<file path="src/rtl/simple_cpu_pkg.sv">
// simple_cpu_pkg: shared sizes, state encoding and halt-opcode decode for cpu_memory
package simple_cpu_pkg;
    localparam int MEMSIZE = 64;
    localparam int AW = 6;
    // halt opcodes: bit7=1 and bits[6:4] in {011,111}, so bit6 is a don't-care
    localparam logic [7:0] HALT_MASK = 8'hB0;
    localparam logic [7:0] HALT_MATCH = 8'hB0;
    typedef enum logic [1:0] {LOAD, RUN, HALT} mem_state_t;
    function automatic logic is_halt(input logic [7:0] op);
        return (op & HALT_MASK) == HALT_MATCH;
    endfunction
endpackage

</file>
<file path="src/rtl/cpu_program_loader.sv">
// cpu_program_loader: byte-serial valid/ready program loader with byte count and termination detect
module cpu_program_loader
    import simple_cpu_pkg::*;
(
    input  logic          clk,
    input  logic          rst_n,
    input  logic          active,
    input  logic          clear,
    input  logic          load_valid,
    input  logic [7:0]    load_data,
    input  logic          load_last,
    output logic          load_ready,
    output logic [AW:0]   load_count,
    output logic          we,
    output logic [AW-1:0] waddr,
    output logic [7:0]    wdata,
    output logic          load_done
);
    logic [AW:0] count_q, count_d;
    assign load_ready = active;
    assign we = load_valid && active;
    assign waddr = count_q[AW-1:0];
    assign wdata = load_data;
    assign load_done = we && (load_last || count_q == 7'(MEMSIZE - 1));
    assign load_count = count_q;
    // next byte count: cleared on restart, advanced on each accepted byte
    always_comb begin
        count_d = clear ? '0 : we ? count_q + 7'd1 : count_q;
    end
    // count register
    always_ff @(posedge clk) begin
        if (!rst_n) count_q <= '0;
        else count_q <= count_d;
    end
endmodule

</file>
<file path="src/rtl/cpu_memory.sv">
// cpu_memory: 64-byte unified memory with program loader and run/halt control; CPU_MEM_PROTECT_EN adds code-region store protection
module cpu_memory
    import simple_cpu_pkg::*;
(
    input  logic               clk,
    input  logic               rst_n,
    input  logic               load_valid,
    input  logic [7:0]         load_data,
    input  logic               load_last,
    output logic               load_ready,
    input  logic               restart,
    input  logic               write_flag,
    input  logic [MEMSIZE-1:0] write_addr,
    input  logic [7:0]         write_value,
    input  logic [7:0]         ip,
    output logic [7:0]         memory [MEMSIZE],
    output logic               cpu_run,
    output logic               halted,
    output logic [6:0]         load_count,
    output logic               protect_fault
);
    mem_state_t state_q, state_d;
    logic [7:0] mem_q [MEMSIZE];
    logic [7:0] mem_d [MEMSIZE];
    logic ld_we, ld_done, store_ok;
    logic [AW-1:0] ld_addr;
    logic [7:0] ld_data;
    logic in_load, in_run, in_halt, halt_hit, do_restart;
    logic unused_bits;
    assign unused_bits = ^{write_addr[MEMSIZE-1:AW], ip[7:AW]};
    assign in_load = state_q == LOAD;
    assign in_run = state_q == RUN;
    assign in_halt = state_q == HALT;
    assign halt_hit = is_halt(mem_q[ip[AW-1:0]]);
    assign do_restart = in_halt && restart;
    cpu_program_loader u_loader (
        .clk        (clk),
        .rst_n      (rst_n),
        .active     (in_load),
        .clear      (do_restart),
        .load_valid (load_valid),
        .load_data  (load_data),
        .load_last  (load_last),
        .load_ready (load_ready),
        .load_count (load_count),
        .we         (ld_we),
        .waddr      (ld_addr),
        .wdata      (ld_data),
        .load_done  (ld_done)
    );
`ifdef CPU_MEM_PROTECT_EN
    logic [AW:0] code_end_q, code_end_d;
    logic fault_q, fault_d, store_block;
    // the loaded program occupies [0, code_end); run-time stores into it are dropped and flagged
    always_comb begin
        store_block = {1'b0, write_addr[AW-1:0]} < code_end_q;
        store_ok = in_run && write_flag && !store_block;
        code_end_d = ld_done ? load_count + 7'd1 : code_end_q;
        fault_d = do_restart ? 1'b0 : fault_q || (in_run && write_flag && store_block);
    end
    // protection registers
    always_ff @(posedge clk) begin
        if (!rst_n) begin
            code_end_q <= '0;
            fault_q <= 1'b0;
        end else begin
            code_end_q <= code_end_d;
            fault_q <= fault_d;
        end
    end
    assign protect_fault = fault_q;
`else
    assign store_ok = in_run && write_flag;
    assign protect_fault = 1'b0;
`endif
    // LOAD->RUN on the terminating byte, RUN->HALT on a halt opcode at ip, HALT->LOAD on restart
    always_comb begin
        state_d = in_load && ld_done ? RUN : in_run && halt_hit ? HALT : do_restart ? LOAD : state_q;
    end
    // loader and CPU stores never coincide since they are gated by different states
    always_comb begin
        mem_d = mem_q;
        if (ld_we) mem_d[ld_addr] = ld_data;
        if (store_ok) mem_d[write_addr[AW-1:0]] = write_value;
    end
    // state and memory image
    always_ff @(posedge clk) begin
        if (!rst_n) begin
            state_q <= LOAD;
            mem_q <= '{default: '0};
        end else begin
            state_q <= state_d;
            mem_q <= mem_d;
        end
    end
    assign memory = mem_q;
    assign cpu_run = in_run;
    assign halted = in_halt;
endmodule

</file>
<file path="config.mk">
export PLATFORM = sky130hd
export DESIGN_NAME = cpu_memory
export DESIGN_NICKNAME = d
export VERILOG_FILES = /design/src/rtl/simple_cpu_pkg.sv /design/src/rtl/cpu_program_loader.sv /design/src/rtl/cpu_memory.sv
export SDC_FILE = /design/constraint.sdc
export NUM_CORES = 1
export LEC_CHECK = 0
export BUFFER_PORTS_ARGS = -buffer_cell sky130_fd_sc_hd__buf_2
export CORE_AREA = 2 2 240 242
export CTS_CLUSTER_DIAMETER = 150
export DETAILED_ROUTE_END_ITERATION = 16
export DIE_AREA = 0 0 242 244
export PLACE_DENSITY = 0.72
export SYNTH_ARGS = -nofsm -noshare
export SYNTH_HDL_FRONTEND = slang
export SYNTH_SLANG_ARGS = --single-unit
</file>
<file path="constraint.sdc">
create_clock -name clk -period 3.4 [get_ports clk]
set_clock_uncertainty 0.2 [all_clocks]
set_input_delay 0.17 -clock clk [delete_from_list [all_inputs] [get_ports clk]]
set_output_delay 0.17 -clock clk [all_outputs]
set_load 0.01 [all_outputs]
</file>
; ---- After elaboration in Yosys (flattened, before gate mapping)
; Index checks and enable logic that the tools add are counted.
[totals]
ff_bits = 521
inputBits = 94
memories = 0
latchBits = 0
mem_bits_rw = 0
elab_cells = 109
romBits = 0
[op_classes]
eq_ne = 4
n_bitwise = 4
n_mul = 0
reduce_logical = 14
addsub = 1
n_div = 0
magnitude_cmp = 5
shift = 0
n_mux = 14
[ops]
columns = cell, count
row1 = 512-bit bitwise mux, 2
row2 = 512-bit 2-to-1 mux, 2
row3 = 8-bit demux with 6-bit select, 2
row4 = 8-bit binary-select mux with 6-bit select, 1
row5 = 8-bit 2-to-1 mux, 4
row6 = "7-bit greater-or-equal comparator, second input constant", 3
row7 = 6-bit inverter with 7-bit output, 3
row8 = "7-bit by 1-bit less-than comparator with 1-bit output, second input constant", 2
row9 = 1-bit logical AND, 8
row10 = "7-bit by 1-bit adder with 7-bit output, second input constant", 1
row11 = "7-bit by 6-bit == test with 1-bit output, second input constant", 1
row12 = 2-bit 2-to-1 mux, 2
row13 = 2-bit OR reduction, 2
row14 = "3-bit == test, second input constant", 1
row15 = 3-bit nonzero test, 1
row16 = "2-bit by 1-bit == test with 1-bit output, second input constant", 1
row17 = "2-bit == test, second input constant", 1
row18 = 2-bit zero test, 1
row19 = 2-bit nonzero test, 1
row20 = 1-bit logical OR, 1
row21 = 1-bit 2-to-1 mux, 1
row22 = 1-bit inverter, 1

; ---- Depth between registers and ports, before layout
; Gate-level depths: netlist of run 1.
[logic_depth]
depth_word = 9
ltp_mapped = 9
ltp_nobuf = 7

; ---- Cells and area by module
; A second synthesis of run 1 with hierarchy kept.
[hier_totals]
cells_unflattened = 3124
area_unflattened_um2 = 26454.1
[modules_own_cells]
columns = module, n_inst, area_per_inst_um2, cells_each, seq_area_each_um2
row1 = cpu_memory, 1, 26026.2, 3071, 10289.9
row2 = cpu_program_loader, 1, 427.9, 53, 140.1

; ---- Worst setup path after synthesis of run 1
; OpenSTA, ideal clock, no wires.
[synth_path]
path_type = register -> register
startpoint = register state_q[0]
endpoint = register mem_q (netlist bit memory[296])
arrival_time_ns = 1.967
n_path_buf = 1
stages_incl_launch_ff = 8
setup_time_ns = 0.142
setup_slack_ns = 1.091
required_time_ns = 3.058
path_cell_list = dfxtp_1 nor3b_4 nand2b_1 nor2_1 clkbuf_1 nand2_1 nand2_1 a311oi_1
[synth_between]
elab_chain_len = 5
[synth_lines]
columns = element, line
row1 = "start, declared", cpu_memory.sv:22  ; mem_state_t state_q, state_d;
row2 = "start signal, assigned", cpu_memory.sv:92  ; state_q <= state_d;
row3 = 2-bit zero test, cpu_memory.sv:31  ; assign in_load = state_q == LOAD;
row4 = 1-bit logical AND, cpu_program_loader.sv:21  ; assign we = load_valid && active;
row5 = 512-bit 2-to-1 mux, cpu_memory.sv:83  ; if (ld_we) mem_d[ld_addr] = ld_data;
row6 = 512-bit bitwise mux, cpu_memory.sv:84  ; if (store_ok) mem_d[write_addr[AW-1:0]] = write_value;
row7 = 512-bit 2-to-1 mux *, cpu_memory.sv:84
row8 = "end signal, assigned", cpu_memory.sv:93  ; mem_q <= mem_d;
row9 = "end, declared", cpu_memory.sv:23  ; logic [7:0] mem_q [MEMSIZE];
; Mark *: on every way between the ends. The rest lies on a longest branch, timed or not.
; A chain may end at the register's enable or synchronous reset.

; ---- Worst setup path in the final report of run 1
[layout_path]
startpoint = register u_loader.count_q[3] (netlist: u_loader.load_count[3])
endpoint = register state_q[0]
[layout_between]
elab_chain_len = 5
[layout_lines]
columns = element, line
row1 = "start, declared", cpu_program_loader.sv:19  ; logic [AW:0] count_q, count_d;
row2 = "start signal, assigned", cpu_program_loader.sv:33  ; else count_q <= count_d;
row3 = 7-bit by 6-bit == test with 1-bit output *, cpu_program_loader.sv:24  ; assign load_done = we && (load_last || count_q == 7'(MEMSIZE - 1));
row4 = 1-bit logical OR *, cpu_program_loader.sv:24
row5 = 1-bit logical AND *, cpu_program_loader.sv:24
row6 = 1-bit logical AND *, cpu_memory.sv:78  ; state_d = in_load && ld_done ? RUN : in_run && halt_hit ? HALT : do_restart ? LOAD : state_q;
row7 = 3-bit nonzero test (no source line) / 1-bit 2-to-1 mux (equally long branches), n/a
; Marks and branches as above.

==> impl_metrics.csv, run 1 <==
group,metric,value,unit
cells_and_area,final_net_count,3634,
setup_path,startpoint,"u_loader.load_count[3]",
timing,tns,0,ns
routing,viasPerCell,6.29,
setup_path,r2r_cells,7,
pwr,p_seq_share,45.7,%
pwr,p_switching,3.43,mW
timing,period_needed,3.00,ns
synthesis,syn_inst,3157,
cells_and_area,drive_gt1_share,22.3,%
synthesis,synth.top_cells.by_area,"dfxtp_1 42%, a311oi_1 14%, nand3_1 8.4%, nand2_1 8.2%, nor2_1 8.2%",
timing,finalCritPeriodShare,88.4,%
setup_path,critPathBufInv,2,
setup_path,critPathMaxStageDelay,0.89,ns
synthesis,synth.avg_cell_area,7.84,um2
routing,drt_iter0_markers,3171,
synthesis,synth_edf_count,0,
synthesis,ys_seq_area_share,42.1,%
setup_path,crit_path_start_kind,"flop",
synthesis,synth_common_cells,"541 x nand2_1, 538 x nor2_1, 521 x dfxtp_1, 413 x nand3_1, 401 x a311oi_1",
floorplanning,io_pins,617,
global_route,grt_util_all_layers,35.4,%
floorplanning,core,0.0562,mm2
synthesis,synthArstFlopShare,0,%
pwr,power.total,13.5,mW
global_route,grt_max_degree,116,
outcome,outcome,"finished, final reports clean",
place,dp_cells,4224,
floorplanning,die_area,0.0590,mm2
place,gp_congestion,0.848,
global_route,grt_pass1_vias,24600,
setup_path,rrSetupSlack,0.40,ns
synthesis,synth.net_count,3252,
pwr,clock_power_share,47.5,%
setup_path,cp_cell_sequence,"and3_4 > buf_4 > a21oi_1 > nor3b_1 > o21ai_0 > dlygate4sd3_1 > a31oi_1",
floorplanning,num_rows,87,
place,place_ws,0.544,ns
timing,slew_headroom,18.6,%
floorplanning,initial_utilization,44.1,%
setup_path,setup.worst_path.end,"state_q[0]",
routing,wl,110000,um
setup_path,critPathCaptureType,"flop",
synthesis,synth_ff_type,"dfxtp_1",
pwr,peakVddDrop,362,uV
timing,whs,0.0390,ns
pwr,swShare,25.3,%
cells_and_area,syn_to_final_growth,22.8,%
pwr,power_frac_comb,6.9,%
synthesis,syn-cell-area,0.0248,mm2
synthesis,yosys_warnings,0,
timing,rsz0062_at_grt,"false",
setup_path,path_delay_family,"flip-flops",
setup_path,reg2reg_to,"state_q[0]",
setup_path,cp.required,3.74,ns
routing,drt_pass1_iterations,5,
synthesis,synth_top_cell_by_area,"dfxtp_1",
place,port-buffer-count,555,
synthesis,yosysTopAreaCellShare,42.1,%
clock_network,cts_tree,"built",
routing,drt-wirelength-per-cell,25.4,um
clock_network,insertion_delay,0.61,ns
setup_path,path_max_fanout,32,
setup_path,timing.rr.start,"u_loader.load_count[3]",
pwr,pwr_density_cell,445,mW/mm2
global_route,antenna_found_initial,2,
setup_path,arrival,3.34,ns
clock_network,cts_setup_buffers,0,
clock_network,cts_buffers,57,
timing,drv_slew,0,
routing,drc,0,
routing,vias,27300,
clock_network,cts_buffer_depth,3,
clock_network,htree_levels,2,
job,cap_viol_max_count,0,
place,hpwl,71300,um
clock_network,clk_pin_slew,0.06,ns
synthesis,synth.distinct_cells,50,
hold_path,min_path_type,"in -> reg",
timing,fmax,333,MHz
synthesis,synth-seq-cells,521,
timing,setup_viol,0,
synthesis,synthMostInstantiatedCell,"nand2_1",
setup_path,worstSetupPathType,"reg -> reg",
pwr,p_leak,11.4,nW
global_route,grt_overflow_total,0,
place,dpl_cell_area,0.0284,mm2
timing,worst_slew_pin_slew,1.22,ns
routing,ant_nets,0,
global_route,grt_pass1_wl,161000,um
clock_network,cts_root_buf,"clkbuf_16",
clock_network,cts.sinks,521,
cells_and_area,fin_area,0.0304,mm2
timing,setup_ws,0.396,ns
setup_path,crit_cells,7,
setup_path,crit_slowest_cell,"dfxtp_1",
floorplanning,die_width,242,um
floorplanning,die_h,244,um
cells_and_area,finish.utilization,54.1,%
timing,hold_viol,0,
cells_and_area,final_cells,4342,
pwr,intPower,10.1,mW
==> worst min path at each step <==
stage	from	to	slack [ns]	cells after the start
5_1_grt	write_value[5]	memory[269]	0.03	3
2_1_floorplan	rst_n	state_q[0]	0.11	2
4_1_cts	load_data[4]	memory[188]	0.009	3
6_report	load_data[4]	memory[180]	0.04	3
3_5_place_dp	memory[10]	memory[10]	0.27	2
3_3_place_gp	memory[398]	memory[398]	0.27	2
==> per-layer routing <==
layer / vias to the layer above / GRT usage [%] / share of wire, %
met4: 4 / 16.6 / 4.9
met5: - / 0 / 0.026
met1: 13000 / 46.8 / 39
met2: 1776 / 54.9 / 45
met3: 343 / 8.07 / 11
li1: 12200 / - / -
==> worst reg2reg max path, cell delays in order, from the launching register on <==
cell	delay, ns
dfxtp_1	0.89
and3_4	0.63
buf_4	0.20
a21oi_1	0.06
nor3b_1	0.17
o21ai_0	0.10
dlygate4sd3_1	0.57
a31oi_1	0.13
==> state kept, by name, summed over array words and instances (netlist names) <==
| signal | count |
|---|---|
| u_loader.load_count | 7 |
| memory | 512 |
| state_q | 2 |
==> area by class of cell <==
type	count	area [um2]
clock buffer	82	1660
fill	5297	25800
inverter	4	22.5
tap	756	946
multi-input combinational	2282	13100
clock inverter	18	235
sequential	521	10400
timing repair buffer	673	4020
antenna	6	15.0
==> layout by cell type (no fill, tap or decap), drive strengths merged, types with 3 or more instances in the layout <==
cell type and count:
nand4 26, dfxtp 521, o21ai 28, clkinv 9, a211oi 112, clkbuf 82, a31oi 6, nand3b 3
nor2b 6, nand4b 13, nor3 8, dlygate4sd3 12, and3b 4, a21oi 4, mux2i 115, nand2b 6
nor2 546, nand2 541, a311oi 401, inv 6, buf 661, bufinv 5, diode 6, mux4 11
xor2 4, and3 4, nand3 413, o211ai 6, nor3b 7
==> power by group through the flow <==
stage	registers [mW]	logic (mW)	clock network, mW
2_1_floorplan	6.30	0.454	0
3_3_place_gp	6.31	0.882	0
3_5_place_dp	6.31	0.885	0
4_1_cts	6.17	0.898	6.45
5_1_grt	6.17	0.942	6.69
6_report	6.17	0.929	6.42
==> what timing repair did <==
action                                  4_1_cts  5_1_grt
hold endpoints to repair                    121        0
endpoints found under the setup margin        0        1
resized for setup                             0        1
hold buffers                                 12        0
==> logic make-up after synthesis <==
kind of cell	after synthesis	synth area share, %
DFF	521	42.1
buffers and inverters	354	5.43
other	1	0.0152
muxes	126	5.65
and+or+nand+nor	1583	27.7
AOI/OAI and AO/OA	566	18.9
xor gates and xnor gates	5	0.177
adders and majority gates	1	0.0505
Note: power is estimated with default switching activity, not from simulation.
==> inputs of run 2 (changes only) <==
Settings changed: CTS_CLUSTER_SIZE set to 30, REMOVE_ABC_BUFFERS set to 1.
==> run 2 against run 1 <==
Flip-flop and latch count unchanged. Maximum frequency increased by 0.81%. Worst hold slack improved by 0.0030 ns. Die area unchanged.
==> impl_metrics.csv, run 2 (synthesis results as in run 1) <==
group,metric,value,unit
clock_network,cts_buffer_depth,3,
routing,drt-wirelength-per-cell,25.4,um
place,hpwl,65400,um
routing,drt_pass1_iterations,6,
floorplanning,core,0.0562,mm2
cells_and_area,final_net_count,3555,
setup_path,arrival,3.31,ns
timing,fmax,336,MHz
pwr,pwr_density_cell,359,mW/mm2
routing,vias,26800,
place,port-buffer-count,555,
global_route,grt_util_all_layers,34.2,%
place,gp_congestion,0.869,
timing,slew_headroom,16.6,%
floorplanning,io_pins,617,
cells_and_area,fillers,5437,
job,cap_viol_max_count,0,
hold_path,min_path_type,"in -> reg",
routing,ant_nets,0,
clock_network,cts_buffers,21,
pwr,p_leak,10.5,nW
cells_and_area,largest_reg_flops,512,
clock_network,cts.sinks,521,
routing,wl,107000,um
setup_path,path_max_fanout,29,
floorplanning,die_width,242,um
global_route,grt_max_degree,100,
outcome,outcome,"finished, final reports clean",
floorplanning,die_h,244,um
cells_and_area,regArea,0.0104,mm2
cells_and_area,layout_commonest_cell,"nand2_1",
cells_and_area,syn_to_final_growth,15.6,%
timing,hold_viol,0,
timing,tns,0,ns
timing,setup_ws,0.420,ns
clock_network,cts_root_buf,"clkbuf_16",
timing,period_needed,2.98,ns
clock_network,htree_levels,1,
global_route,grt_pass1_vias,23900,
routing,drt_iter0_markers,3351,
clock_network,cts_tree,"built",
global_route,antenna_found_initial,5,
global_route,grt_overflow_total,0,
timing,setup_viol,0,
routing,drc,0,
clock_network,insertion_delay,0.59,ns
floorplanning,num_rows,87,
setup_path,cp.required,3.73,ns
cells_and_area,multi_input_area,0.0131,mm2
setup_path,critPathCaptureType,"flop",
global_route,grt_pass1_wl,157000,um
routing,viasPerCell,6.34,
timing,rsz0062_at_grt,"false",
timing,finalCritPeriodShare,87.7,%
timing,whs,0.0420,ns
floorplanning,die_area,0.0590,mm2
setup_path,worstSetupPathType,"reg -> reg",
floorplanning,initial_utilization,44.1,%
timing,drv_slew,0,
pwr,peakVddDrop,407,uV
place,place_ws,0.324,ns
setup_path,crit_path_start_kind,"flop",
cells_and_area,drive_gt1_share,20.0,%
clock_network,clk_pin_slew,0.12,ns
setup_path,rrSetupSlack,0.42,ns
timing,worst_slew_pin_slew,1.25,ns
cells_and_area,final_cell_mix,"541 x nand2_1, 539 x buf_2, 531 x nor2_1",
-- run 2: worst paths after layout --
| check | from | end | depth (start not counted) |
|---|---|---|---|
| setup reg to reg | u_loader.load_count[5] | state_q[0] | 6 |
| setup / recovery | u_loader.load_count[5] | state_q[0] | 6 |
| hold / removal | ip[4] | state_q[0] | 3 |
| hold reg to reg | memory[105] | memory[105] | 2 |
-- run 2: report_power, final --
group          internal (mW)  switching (mW)
Clock                   1.14            2.06
Combinational          0.167           0.720
Sequential              6.13          0.0364
-- run 2: cell type report --
type,instances,share of cell area (%)
multi-input cells,2282,45.7
clock inverters,1,0.0700
diodes,5,0.0437
inverters,4,0.0787
well taps,756,3.31
repair buffers,630,12.5
flip-flops and latches,521,36.5
clock buffers,21,1.84
-- run 2: critical path, cell delays in order, from the launching register on --
cell	delay, ns
dfxtp_1	0.82
and3_2	0.73
a21oi_1	0.16
nor3b_1	0.19
o21ai_0	0.10
dlygate4sd3_1	0.57
a31oi_1	0.14
-- run 2: what timing repair did --
action,CTS,global route
setup buffers,0,0
resized for setup,0,1
hold endpoints to repair,67,0
setup endpoints to repair,0,13
hold buffers,9,0
-- run 2: routing by layer --
metal	share of wire (%)	track usage, %
met1	40	46.5
met2	44	52.9
met3	12	7.22
met4	4.4	14.0
met5	0.015	0
-- run 2: stage by stage --
step / util [%] / instance area [um2] / cells / power, mW
after global placement: 49.8 / 28000 / 4184 / 7.15
after floorplan: - / 23400 / 2807 / 6.55
final: 50.9 / 28600 / 4220 / 10.3
after global routing: 50.9 / 28600 / 4219 / 10.5
after detailed placement: 49.8 / 28000 / 4184 / 7.15
after CTS: 50.9 / 28600 / 4215 / 10.2
